<file path="src/rtl/axi_tagctrl_tag_arb.sv">
// Tag-cache request arbiter: round-robins read lookups and write updates onto one port and routes responses back in order.
// Optional macro AXI_TAGCTRL_ARB_PERF_EN adds saturating grant/stall counters.
module axi_tagctrl_tag_arb #(
  parameter int unsigned          AddrWidth       = 64,
  parameter int unsigned          DataWidth       = 64,
  parameter int unsigned          CapSize         = 128,
  parameter logic [AddrWidth-1:0] DRAMMemBase     = 'h8000_0000,
  parameter logic [AddrWidth-1:0] DRAMMemLength   = 'h4000_0000,
  parameter logic [AddrWidth-1:0] TagCacheMemBase = 'h8FF0_0000,
  parameter int unsigned          MaxOutstanding  = 4
) (
  input  logic                         clk_i,
  input  logic                         rst_ni,
  input  logic                         rd_req_valid_i,
  output logic                         rd_req_ready_o,
  input  logic [AddrWidth-1:0]         rd_req_addr_i,
  output logic                         rd_rsp_valid_o,
  input  logic                         rd_rsp_ready_i,
  output logic                         rd_rsp_tag_o,
  output logic                         rd_rsp_err_o,
  input  logic                         wr_req_valid_i,
  output logic                         wr_req_ready_o,
  input  logic [AddrWidth-1:0]         wr_req_addr_i,
  input  logic                         wr_req_tag_i,
  output logic                         wr_rsp_valid_o,
  input  logic                         wr_rsp_ready_i,
  output logic                         wr_rsp_err_o,
  output logic                         tc_req_valid_o,
  input  logic                         tc_req_ready_i,
  output logic [AddrWidth-1:0]         tc_req_addr_o,
  output logic                         tc_req_we_o,
  output logic [$clog2(DataWidth)-1:0] tc_req_bit_o,
  output logic                         tc_req_wbit_o,
  input  logic                         tc_rsp_valid_i,
  output logic                         tc_rsp_ready_o,
  input  logic                         tc_rsp_tag_i
`ifdef AXI_TAGCTRL_ARB_PERF_EN
  ,
  output logic [31:0]                  perf_rd_grants_o,
  output logic [31:0]                  perf_wr_grants_o,
  output logic [31:0]                  perf_stall_o
`endif
);

  localparam int unsigned CapShift  = $clog2(CapSize / 8);
  localparam int unsigned BitW      = $clog2(DataWidth);
  localparam int unsigned ByteShift = $clog2(DataWidth / 8);
  localparam int unsigned PtrW      = $clog2(MaxOutstanding);

  logic [PtrW:0]   countReg;
  logic [PtrW-1:0] wrPtrReg, rdPtrReg;
  logic            rrWrReg, lockedReg, lockSrcReg;
  logic [1:0]      fifoMem [MaxOutstanding];

  logic                 grantWr, selValid, selInRange, canPush, accept, pop, fifoFull, fifoEmpty;
  logic                 headSrcWr, headLocal, rspForRd, rspForWr;
  logic [1:0]           headEntry;
  logic [AddrWidth-1:0] selAddr, offset;
  logic [AddrWidth:0]   upperBound;

  // While locked the previous grant is held; otherwise round-robin only matters when both compete.
  always_comb begin
    grantWr = wr_req_valid_i;
    if (lockedReg) begin
      grantWr = lockSrcReg;
    end else if (rd_req_valid_i && wr_req_valid_i) begin
      grantWr = rrWrReg;
    end
  end

  assign selValid   = grantWr ? wr_req_valid_i : rd_req_valid_i;
  assign selAddr    = grantWr ? wr_req_addr_i : rd_req_addr_i;
  assign offset     = (selAddr - DRAMMemBase) >> CapShift;
  assign upperBound = {1'b0, DRAMMemBase} + {1'b0, DRAMMemLength};
  assign selInRange = ({1'b0, selAddr} >= {1'b0, DRAMMemBase}) && ({1'b0, selAddr} < upperBound);

  assign tc_req_addr_o  = TagCacheMemBase + ((offset >> BitW) << ByteShift);
  assign tc_req_bit_o   = offset[BitW-1:0];
  assign tc_req_we_o    = grantWr;
  assign tc_req_wbit_o  = grantWr & wr_req_tag_i;

  assign fifoEmpty = (countReg == '0);
  assign fifoFull  = (countReg == (PtrW + 1)'(MaxOutstanding));
  assign headEntry = fifoMem[rdPtrReg];
  assign headSrcWr = headEntry[1];
  assign headLocal = headEntry[0];
  assign rspForRd  = !fifoEmpty && !headSrcWr;
  assign rspForWr  = !fifoEmpty && headSrcWr;

  assign rd_rsp_valid_o = rspForRd && (headLocal || tc_rsp_valid_i);
  assign rd_rsp_err_o   = rspForRd && headLocal;
  assign rd_rsp_tag_o   = rspForRd && !headLocal && tc_rsp_tag_i;
  assign wr_rsp_valid_o = rspForWr && (headLocal || tc_rsp_valid_i);
  assign wr_rsp_err_o   = rspForWr && headLocal;
  assign tc_rsp_ready_o = !fifoEmpty && !headLocal && (headSrcWr ? wr_rsp_ready_i : rd_rsp_ready_i);

  assign pop = (rd_rsp_valid_o && rd_rsp_ready_i) || (wr_rsp_valid_o && wr_rsp_ready_i);
  // A pop frees a slot in the same cycle, so a full FIFO can still accept alongside it.
  assign canPush = !fifoFull || pop;

  assign tc_req_valid_o = selValid && selInRange && canPush;
  assign accept         = selValid && canPush && (!selInRange || tc_req_ready_i);
  assign rd_req_ready_o = accept && !grantWr;
  assign wr_req_ready_o = accept && grantWr;

  always_ff @(posedge clk_i or negedge rst_ni) begin
    if (!rst_ni) begin
      countReg   <= '0;
      wrPtrReg   <= '0;
      rdPtrReg   <= '0;
      rrWrReg    <= 1'b1;
      lockedReg  <= 1'b0;
      lockSrcReg <= 1'b0;
    end else begin
      if (accept) wrPtrReg <= wrPtrReg + PtrW'(1);
      if (pop)    rdPtrReg <= rdPtrReg + PtrW'(1);
      if (accept && !pop)      countReg <= countReg + (PtrW + 1)'(1);
      else if (pop && !accept) countReg <= countReg - (PtrW + 1)'(1);
      lockedReg  <= tc_req_valid_o && !tc_req_ready_i;
      lockSrcReg <= grantWr;
      if (accept && rd_req_valid_i && wr_req_valid_i) rrWrReg <= !grantWr;
    end
  end

  // Order entries carry {source is write path, answered locally}.
  always_ff @(posedge clk_i) begin
    if (accept) fifoMem[wrPtrReg] <= {grantWr, !selInRange};
  end

`ifdef AXI_TAGCTRL_ARB_PERF_EN
  logic stall;
  assign stall = (rd_req_valid_i || wr_req_valid_i) && !accept;

  always_ff @(posedge clk_i or negedge rst_ni) begin
    if (!rst_ni) begin
      perf_rd_grants_o <= '0;
      perf_wr_grants_o <= '0;
      perf_stall_o     <= '0;
    end else begin
      if (rd_req_ready_o && perf_rd_grants_o != 32'hFFFF_FFFF) perf_rd_grants_o <= perf_rd_grants_o + 32'd1;
      if (wr_req_ready_o && perf_wr_grants_o != 32'hFFFF_FFFF) perf_wr_grants_o <= perf_wr_grants_o + 32'd1;
      if (stall && perf_stall_o != 32'hFFFF_FFFF) perf_stall_o <= perf_stall_o + 32'd1;
    end
  end
`endif

endmodule

</file>
<file path="config.mk">
export PLATFORM = sky130hd
export DESIGN_NAME = axi_tagctrl_tag_arb
export DESIGN_NICKNAME = d
export VERILOG_FILES = /design/src/rtl/axi_tagctrl_tag_arb.sv
export SDC_FILE = /design/constraint.sdc
export NUM_CORES = 1
export LEC_CHECK = 0
export CAP_MARGIN = 5
export CORE_MARGIN = 1.5
export CORE_UTILIZATION = 37
export CTS_CLUSTER_DIAMETER = 50
export DETAILED_ROUTE_END_ITERATION = 10
export PLACE_DENSITY = 0.83
export SETUP_SLACK_MARGIN = 0.1
export SLEW_MARGIN = 20
export SYNTH_ARGS = -nofsm -noshare
export SYNTH_HDL_FRONTEND = slang
export SYNTH_SLANG_ARGS = --single-unit
</file>
<file path="constraint.sdc">
create_clock -name clk_i -period 24.2 [get_ports clk_i]
set_input_delay 7.26 -clock clk_i [delete_from_list [all_inputs] [get_ports clk_i]]
set_output_delay 7.26 -clock clk_i [all_outputs]
set_load 0.05 [all_outputs]
</file>
Word-level counts from Yosys, hierarchy flattened. Memories as Yosys holds them, arrays and structs flattened. Index checks and enable logic that the tools add are counted.

Memory bits (read-only): 0. Output and inout bits: 81. Bits in latches: 0. Flip-flop bits (word level): 10. Memories: 1. Bits in writable memories: 8. Word-level logic and storage cells: 66.

Eq/ne operators: 1. Reductions and logical operators: 40. Bitwise operators: 1. Div/mod/pow operators: 0. $add $sub $neg: 6. $lt $le $gt $ge: 2. Shift-type cells: 0. Muxes and demuxes: 9. $mul: 0.

Memory list: fifoMem (depth 4, bits a word 2, read ports 1, clocked after Yosys merged registers in 0, write ports 1, line 53) `logic [1:0] fifoMem [MaxOutstanding];`.

Operators by type and width (count): $ge 64x32->1 const B (1); $lt 64x32->1 const B (1); $mux 64 (1); $sub 64x32->64 const B (1); $add 32x57->58 const A (1); $logic_and 1x1->1 (25); $logic_not 1->1 (9); $mux 1 (6); $mux 3 (2); $add 2x1->2 const B (2); $logic_or 1x1->1 (4); $add 3x1->3 const B (1); $eq 3x3->1 const B (1); $logic_not 3->1 (1); $sub 3x1->3 const B (1); $reduce_bool 2->1 (1); $and 1x1->1 (1).

Logic depth before layout (Yosys ltp). Gate-level depths: netlist (run 1).

Depth in word-level cells: 13. Mapped depth: 20.

Least setup slack after synthesis (run 1). No wires, ideal clock.

Path type: in2out. Start: input port rd_req_valid_i. End: output port tc_req_addr_o[49]. Arrival: 12.378 ns. Stages: 19. Setup slack: 4.562 ns. Required time: 16.940 ns. Buffers on the path: 6. Cells stage by stage: nor2b_1 > o21a_1 > buf_2 > buf_2 > buf_2 > clkbuf_1 > clkbuf_1 > mux2i_1 > ha_1 > or4b_1 > or2_1 > and3_1 > nor4_2 > o211ai_1 > nor4_2 > and3_1 > buf_2 > nand3_1 > xnor2_1.

Longest elaborated chain between the ends: 6.

RTL lines: start, declared (line 14) `input logic rd_req_valid_i,`; $logic_and 1x1->1 (line 66) `end else if (rd_req_valid_i && wr_req_valid_i) begin`; $mux 1 (line 66); $mux 1 (line 64) `if (lockedReg) begin`; $mux 64 (line 72) `assign selAddr = grantWr ? wr_req_addr_i : rd_req_addr_i;`; $sub 64x32->64 (line 73) `assign offset = (selAddr - DRAMMemBase) >> CapShift;`; $add 32x57->58 (line 77) `assign tc_req_addr_o = TagCacheMemBase + ((offset >> BitW) << ByteShift);`; end, declared (line 30) `output logic [AddrWidth-1:0] tc_req_addr_o,`.

Every way passes these cells.

Worst setup path in the final report (run 1).
Start: input port rd_req_valid_i. End: output port tc_req_addr_o[53].

The elaborated chain is that of the path after synthesis.

==> qor.csv, run 1 <==
stage;metric;value;unit
final_layout;layout.nets;883;
floorplan;num_io_pins;219;
synthesis;ys.flop_type;dfrtp_1;
cts;cts_tree;built;
synthesis;synth.area.top_cells;xnor2_1 10%, nand2_1 9.8%, mux2i_1 9.7%;
power;leakage;0.00228;uW
timing;clock_skew;0.00262;ns
synthesis;ys_ff_latch;18;
setup_path;crit_path_end_kind;primary output;
synthesis;yosys.area.top_type;xnor2_1;
setup_path;crit_fanout;21;
grt;grt_pass1_vias;4648;
detailed_routing;routed_wl;14700;um
place;dp_hpwl;12100;um
cts;post_cts_buffers;0;
timing;worst_pin_slew;0.752;ns
cts;ctsHoldBuffers;0;
worst_hold_path;hold_depth;1;
timing;setup_tns;0;ns
timing;fin_crit_sh;84.1;%
detailed_routing;wl_per_cell;16.9;um
synthesis;synth_area;0.00401;sq mm
setup_path;worst-endpoint-arrival;13.09;ns
synthesis;seq_area_frac_synth;12.3;%
final_layout;drive_above_1_share;6.12;%
synthesis;syn_avg_cell_area;7.28;sq um
timing;hold_viol;0;
cts;cts_buffers;3;
place;io_buffer_count;201;
grt;grt_usage;24.6;%
power;report.power.total;378;uW
detailed_routing;dr.pass1.iters;5;
timing;setup_viol;0;
setup_path;r2r_cells;12;
place;placed_area;0.00608;sq mm
timing;fin_crit;20.35;ns
setup_path;crit_type;in2out;
floorplan;core-area;0.0104;sq mm
cts;clk_pin_slew;0.07;ns
cts;clk_latency;0.25;ns
timing;max_freq;49.1;MHz
final_layout;fin_util;58.9;%
synthesis;synth_top_area_share;10.5;%
grt;grt_max_degree;64;
final_layout;area_growth;52.9;%
floorplan;dieArea;0.0115;sq mm
grt;antenna_found_initial;0;
final_layout;diodes;0;
worst_hold_path;hp-class;reg2reg;
floorplan;die_h;107;um
floorplan;dieWidth;107;um
grt;gr-total-overflow;0;
synthesis;ys.warnings.count;0;
place;dp_cells;867;
power;pwr_density_cell;61.7;mW/mm^2
detailed_routing;drc_errors;0;
synthesis;syn_inst;551;
timing;relSlewSlack;49.6;%
detailed_routing;vias;4772;
detailed_routing;dr.first_iter.drc_count;304;
floorplan;num_rows;37;
setup_path;required;16.94;ns
cts;cts-resized-gates;0;
job;maxCapViolations;0;
detailed_routing;drtAntennaViolNets;0;
timing;grt_setup_unrepaired;false;
final_layout;stdcell_area;0.00613;sq mm
final_layout;instances_no_fill;871;
grt;grt_pass1_wl;22900;um
place;gp_congestion;0.918;
synthesis;synth-edff-count;8;
cts;clockBufferDepth;2;
synthesis;ys_types;69;
detailed_routing;viasPerCell;5.48;
setup_path;startpoint_type;primary input;
synthesis;ys_async_sr_fraction;55.6;%
outcome;status;completed;
floorplan;initial_core_util;38.5;%
cts;clock_sinks;18;
cts;h-tree-depth;1;
cts;root_buffer;clkbuf_8;
timing;drv_slew;0;
power;vdd_drop_max;0.0676;mV
==> flip-flops by register name, indices dropped and copies added, names as in the netlist <==
signal      count
wrPtrReg        2
fifoMem         8
lockedReg       1
lockSrcReg      1
rdPtrReg        2
rrWrReg         1
countReg        3
==> where the power goes <==
part | switching, uW | internal (uW) | total [uW] | leakage, uW
sequential | 8.79 | 44.5 | 53.3 | 0.000186
clock | 9.40 | 14.4 | 23.8 | 0.0000288
combinational | 187 | 114 | 301 | 0.00206
==> synthesized netlist by cell type (all sizes together), types with 3 or more instances <==
cell and n:
a21oi 7, or2 8, xor2 33, nand2b 5, inv 10, nand2 105
nor2 46, and3 8, nand3b 3, mux2i 39, or4 8, ha 8
clkbuf 8, and2 11, a211oi 4, or4b 3, nand3 14, xnor2 48
nor4 20, buf 23, or3 14, o21ai 11, nand4 9, nor4b 3
nor2b 5, dfrtp 9, nor3b 3, o211ai 6, edfxtp 8, nor3 29
mux2 10
==> routing by layer <==
layer	global-route usage [%]	up-vias	share of wire (%)
li1	-	2304	-
met1	27.4	2246	39
met2	47.4	198	52
met3	3.89	24	6.8
met4	7.05	0	2.4
met5	0	-	0
==> layout make-up <==
type                            instances  area (sq um)
Clock buffer                            4          55.1
Sequential cell                        18           492
Tap cell                              136           170
Inverter                               10          37.5
Timing Repair Buffer                  203          2030
Multi-Input combinational cell        500          3350
Fill cell                             921          4280
==> worst paths after layout <==
kind                                startpoint           endpoint  slack [ns]
worst max-delay path            rd_req_valid_i  tc_req_addr_o[53]        3.85
worst min-delay path               countReg[2]        countReg[2]        0.50
worst max register to register         rrWrReg        countReg[1]       20.10
worst min register to register     countReg[2]        countReg[2]        0.50
max in group asynchronous               rst_ni            rrWrReg       16.50
min in group asynchronous               rst_ni        wrPtrReg[1]        7.34
==> worst max-delay path, stage by stage <==
cell and delay (ns):
clkdlybuf4s50_1 0.55, nor2b_1 0.21, o21a_2 0.47, mux2i_1 0.37
ha_1 0.59, or4b_1 0.56, or2_1 0.27, and3_1 0.20
nor4_2 0.31, o211ai_1 0.27, nor4_2 0.47, and3_1 0.37
nand3_1 0.13, xnor2_1 0.20, clkdlybuf4s50_1 0.83
==> cell families after synthesis <==
logic type,synth area share [%]
simple gates,39.2
xor+xnor,17.7
compound gates,9.17
mux,13.7
buf+inv,4.96
flops,12.3
fa+ha+maj,2.99
other cells,0.0935
==> metrics by stage <==
stage | setup slack [ns] | hold WS, ns
3_3_place_gp | 4.01 | 0.480
3_5_place_dp | 3.95 | 0.491
5_1_grt | 3.53 | 0.534
6_report | 3.85 | 0.505
2_1_floorplan | 4.56 | 0.464
4_1_cts | 3.91 | 0.499
==> cells in the final DEF, fill, tap and decap left out, types with 8 or more instances in the layout <==
master           Yosys  routed
and2_1               9       9
and3_1               8       8
clkdlybuf4s50_1      0     201
conb_1               1       9
dfrtp_1              9       9
edfxtp_1             8       8
ha_1                 8       8
inv_1                9       9
mux2_2              10      10
mux2i_1             39      39
nand2_1            105     105
nand3_1             13      13
nand4_1              9       9
nor2_1              46      46
nor3_1              27      27
nor4_1              14      14
o21ai_0              9       9
or3_1               14      14
xnor2_1             48      48
xor2_1              33      33
Power figures use the tool's default switching activity.
==> inputs of run 2 (changes only) <==
PLACE_DENSITY = 0.86   (was 0.83)
clock period = 17.39 ns   (was 24.2 ns; I/O delays follow)
==> run 2 against run 1 <==
Net effect: utilization rose by 0.072 points; sequential share of layout area barely moved; first-iteration DRC count fell by 4.9%; clock skew rose by 0.0014 ns; non-clock buffer count rose by 1; total power rose by 40%; global-route usage rose by 0.15 points; sequential power rose by 39%; highest routed layer unchanged; critical endpoint is now tc_req_addr_o[55].
==> qor.csv, run 2 (synthesis gave the netlist of run 1 again) <==
stage;metric;value;unit;change
worst_hold_path;hp-start;countReg[2];;
timing;setup_tns;0;ns;unchanged
power;vdd_drop_max;0.0910;mV;+35%
worst_hold_path;hp-class;reg2reg;;
final_layout;drive_above_1_share;6.25;%;+0.13 points
power;power_frac_seq;14.0;%;about the same
cts;h-tree-depth;1;;unchanged
timing;grt_setup_unrepaired;false;;
power;power.switching;287;uW;+40%
cts;cts-resized-gates;0;;unchanged
setup_path;required;12.17;ns;-4.77 ns
setup_path;cp_slowest_stage_delay;0.82;ns;about the same
power;p_int;241;uW;+39%
timing;timing.hold.ws;0.512;ns;+0.00740 ns
final_layout;area_growth;53.1;%;
power;pwr_density_cell;86.0;mW/mm^2;+39%
setup_path;cp_cell_sequence;clkdlybuf4s50_1 -> nor2b_1 -> o21a_2 -> mux2i_1 -> ha_1 -> or4b_1 -> or2_1 -> and3_1 -> nor4_2 -> o211ai_1 -> nor4_2 -> and3_1 -> and2_2 -> xor2_1 -> clkdlybuf4s50_1;;
job;maxCapViolations;0;;unchanged
final_layout;layout.nets;884;;+0.11%
timing;fin_crit_sh;92.6;%;
timing;setup_viol;0;;unchanged
place;gp_congestion;0.873;;-4.8%
grt;gr-total-overflow;0;;unchanged
grt;antenna_found_initial;0;;unchanged
timing;clock_skew;0.00403;ns;+0.00141 ns
timing;max_freq;62.1;MHz;
floorplan;num_io_pins;219;;unchanged
floorplan;initial_core_util;38.5;%;unchanged
detailed_routing;drtAntennaViolNets;0;;unchanged
cts;post_cts_buffers;0;;unchanged
setup_path;crit_fanout;17;;-19%
grt;grt_pass1_vias;4672;;+0.52%
cts;clockBufferDepth;2;;unchanged
final_layout;reg_top3;fifoMem x8, countReg x3;;
worst_hold_path;worstHoldEndpoint;countReg[2];;
setup_path;critical-path-slowest-cell;clkdlybuf4s50_1;;
cts;cts_tree;built;;
power;pwr-share-comb;79.6;%;about the same
cts;clk_latency;0.25;ns;about the same
timing;worst_pin_slew;0.914;ns;+0.162 ns
setup_path;r2r_setup_slack;13.03;ns;-7.07 ns
floorplan;num_rows;37;;unchanged
setup_path;reg2reg_from;rrWrReg;;
cts;clk_pin_slew;0.07;ns;about the same
cts;ctsHoldBuffers;0;;unchanged
detailed_routing;dr.first_iter.drc_count;289;;-4.9%
grt;grt_max_degree;62;;-3.1%
final_layout;final_cell_mix;201 x clkdlybuf4s50_1, 105 x nand2_1, 48 x xnor2_1, 46 x nor2_1, 39 x mux2i_1;;
place;placed_area;0.00609;sq mm;+0.12%
timing;fin_crit;16.11;ns;
timing;hold_viol;0;;unchanged
place;io_buffer_count;201;;unchanged
final_layout;largest-register;fifoMem;;
detailed_routing;routed_wl;14900;um;+1.1%
final_layout;largest_register_ffs;8;;unchanged
power;pwr-share-clk;6.4;%;about the same
detailed_routing;vias;4798;;+0.54%
final_layout;stdcell_area;0.00614;sq mm;+0.12%
floorplan;core-area;0.0104;sq mm;unchanged
floorplan;dieWidth;107;um;unchanged
power;leakage;0.00228;uW;+0.21%
timing;drv_slew;0;;unchanged
final_layout;final_common_cell;clkdlybuf4s50_1;;
cts;root_buffer;clkbuf_8;;
detailed_routing;drc_errors;0;;unchanged
power;switching_share;54.4;%;+0.10 points
setup_path;r2r_cells;13;;+1
grt;grt_pass1_wl;23000;um;+0.57%
final_layout;n_fill_cell;934;;+1.4%
detailed_routing;dr.pass1.iters;5;;unchanged
detailed_routing;wl_per_cell;17.1;um;+1.0%
place;dp_cells;868;;+0.12%
outcome;status;completed;;
detailed_routing;viasPerCell;5.50;;+0.43%
setup_path;crit_start;rd_req_valid_i;;
grt;grt_usage;24.8;%;+0.15 points
floorplan;die_h;107;um;unchanged
setup_path;rr_endpoint;countReg[2];;
worst_hold_path;hold_depth;1;;unchanged
cts;clock_sinks;18;;unchanged
setup_path;worst-endpoint-arrival;10.89;ns;-2.20 ns
final_layout;diodes;0;;unchanged
setup_path;startpoint_type;primary input;;
setup_path;crit_type;in2out;;
timing;relSlewSlack;39.0;%;-11 points
cts;cts_buffers;3;;unchanged
floorplan;dieArea;0.0115;sq mm;unchanged
final_layout;instances_no_fill;872;;+0.11%
setup_path;crit_path_end_kind;primary output;;
place;dp_hpwl;12200;um;+0.95%
[run 2: cell types whose count changed in the layout (fill, tap and decap cells not counted)]
cell,before,now
buf_4,2,3
[run 2: worst max path at each step]
| stage | endpoint | depth (start not counted) |
|---|---|---|
| after floorplan | tc_req_addr_o[49] | 19 |
| after global placement | tc_req_addr_o[55] | 15 |
| after detailed placement | tc_req_addr_o[55] | 15 |
| after CTS | tc_req_addr_o[55] | 15 |
| after global routing | tc_req_addr_o[55] | 15 |
| final | tc_req_addr_o[55] | 15 |
[run 2: routing by layer]
layer	global-route usage [%]	wire length, um	up-vias
li1	-	-	2313
met1	29.0	5900	2243
met2	47.2	7770	222
met3	2.55	928	20
met4	6.67	310	0
met5	0	0	-
[run 2: power groups by stage]
stage	Clock [uW]	Sequential (uW)	Combinational, uW
after floorplan	0	71.8	284
after global placement	0	73.3	410
after detailed placement	0	74.8	420
after CTS	34.4	74.1	422
after global routing	35.3	76.2	447
final	33.6	74.1	420
[run 2: area by class of cell]
type,instances,area (sq um),share of cell area (%)
multi-input combinational,500,3350,54.6
sequential,18,492,8.01
inverter,10,37.5,0.611
timing repair buffer,204,2030,33.1
clock buffer,4,55.1,0.896
tap,136,170,2.77
[run 2: worst max-delay path, delay by kind of cell]
kind                       cells  cell delay (ns)
AOI/OAI and AO/OA              2             0.66
xor gates and xnor gates       1             0.14
adders and majority gates      1             0.59
buffers and inverters          2             1.35
muxes                          1             0.38
and+or+nand+nor                8             2.55
[run 2: through the flow]
| stage | worst slack (ns) | utilization, % | total power [uW] |
|---|---|---|---|
| after CTS | 1.30 | 59.0 | 530 |
| final | 1.28 | 59.0 | 528 |
| after global placement | 1.40 | 58.4 | 484 |
| after floorplan | 1.84 | - | 356 |
| after detailed placement | 1.32 | 58.4 | 495 |
| after global routing | 0.866 | 59.0 | 558 |
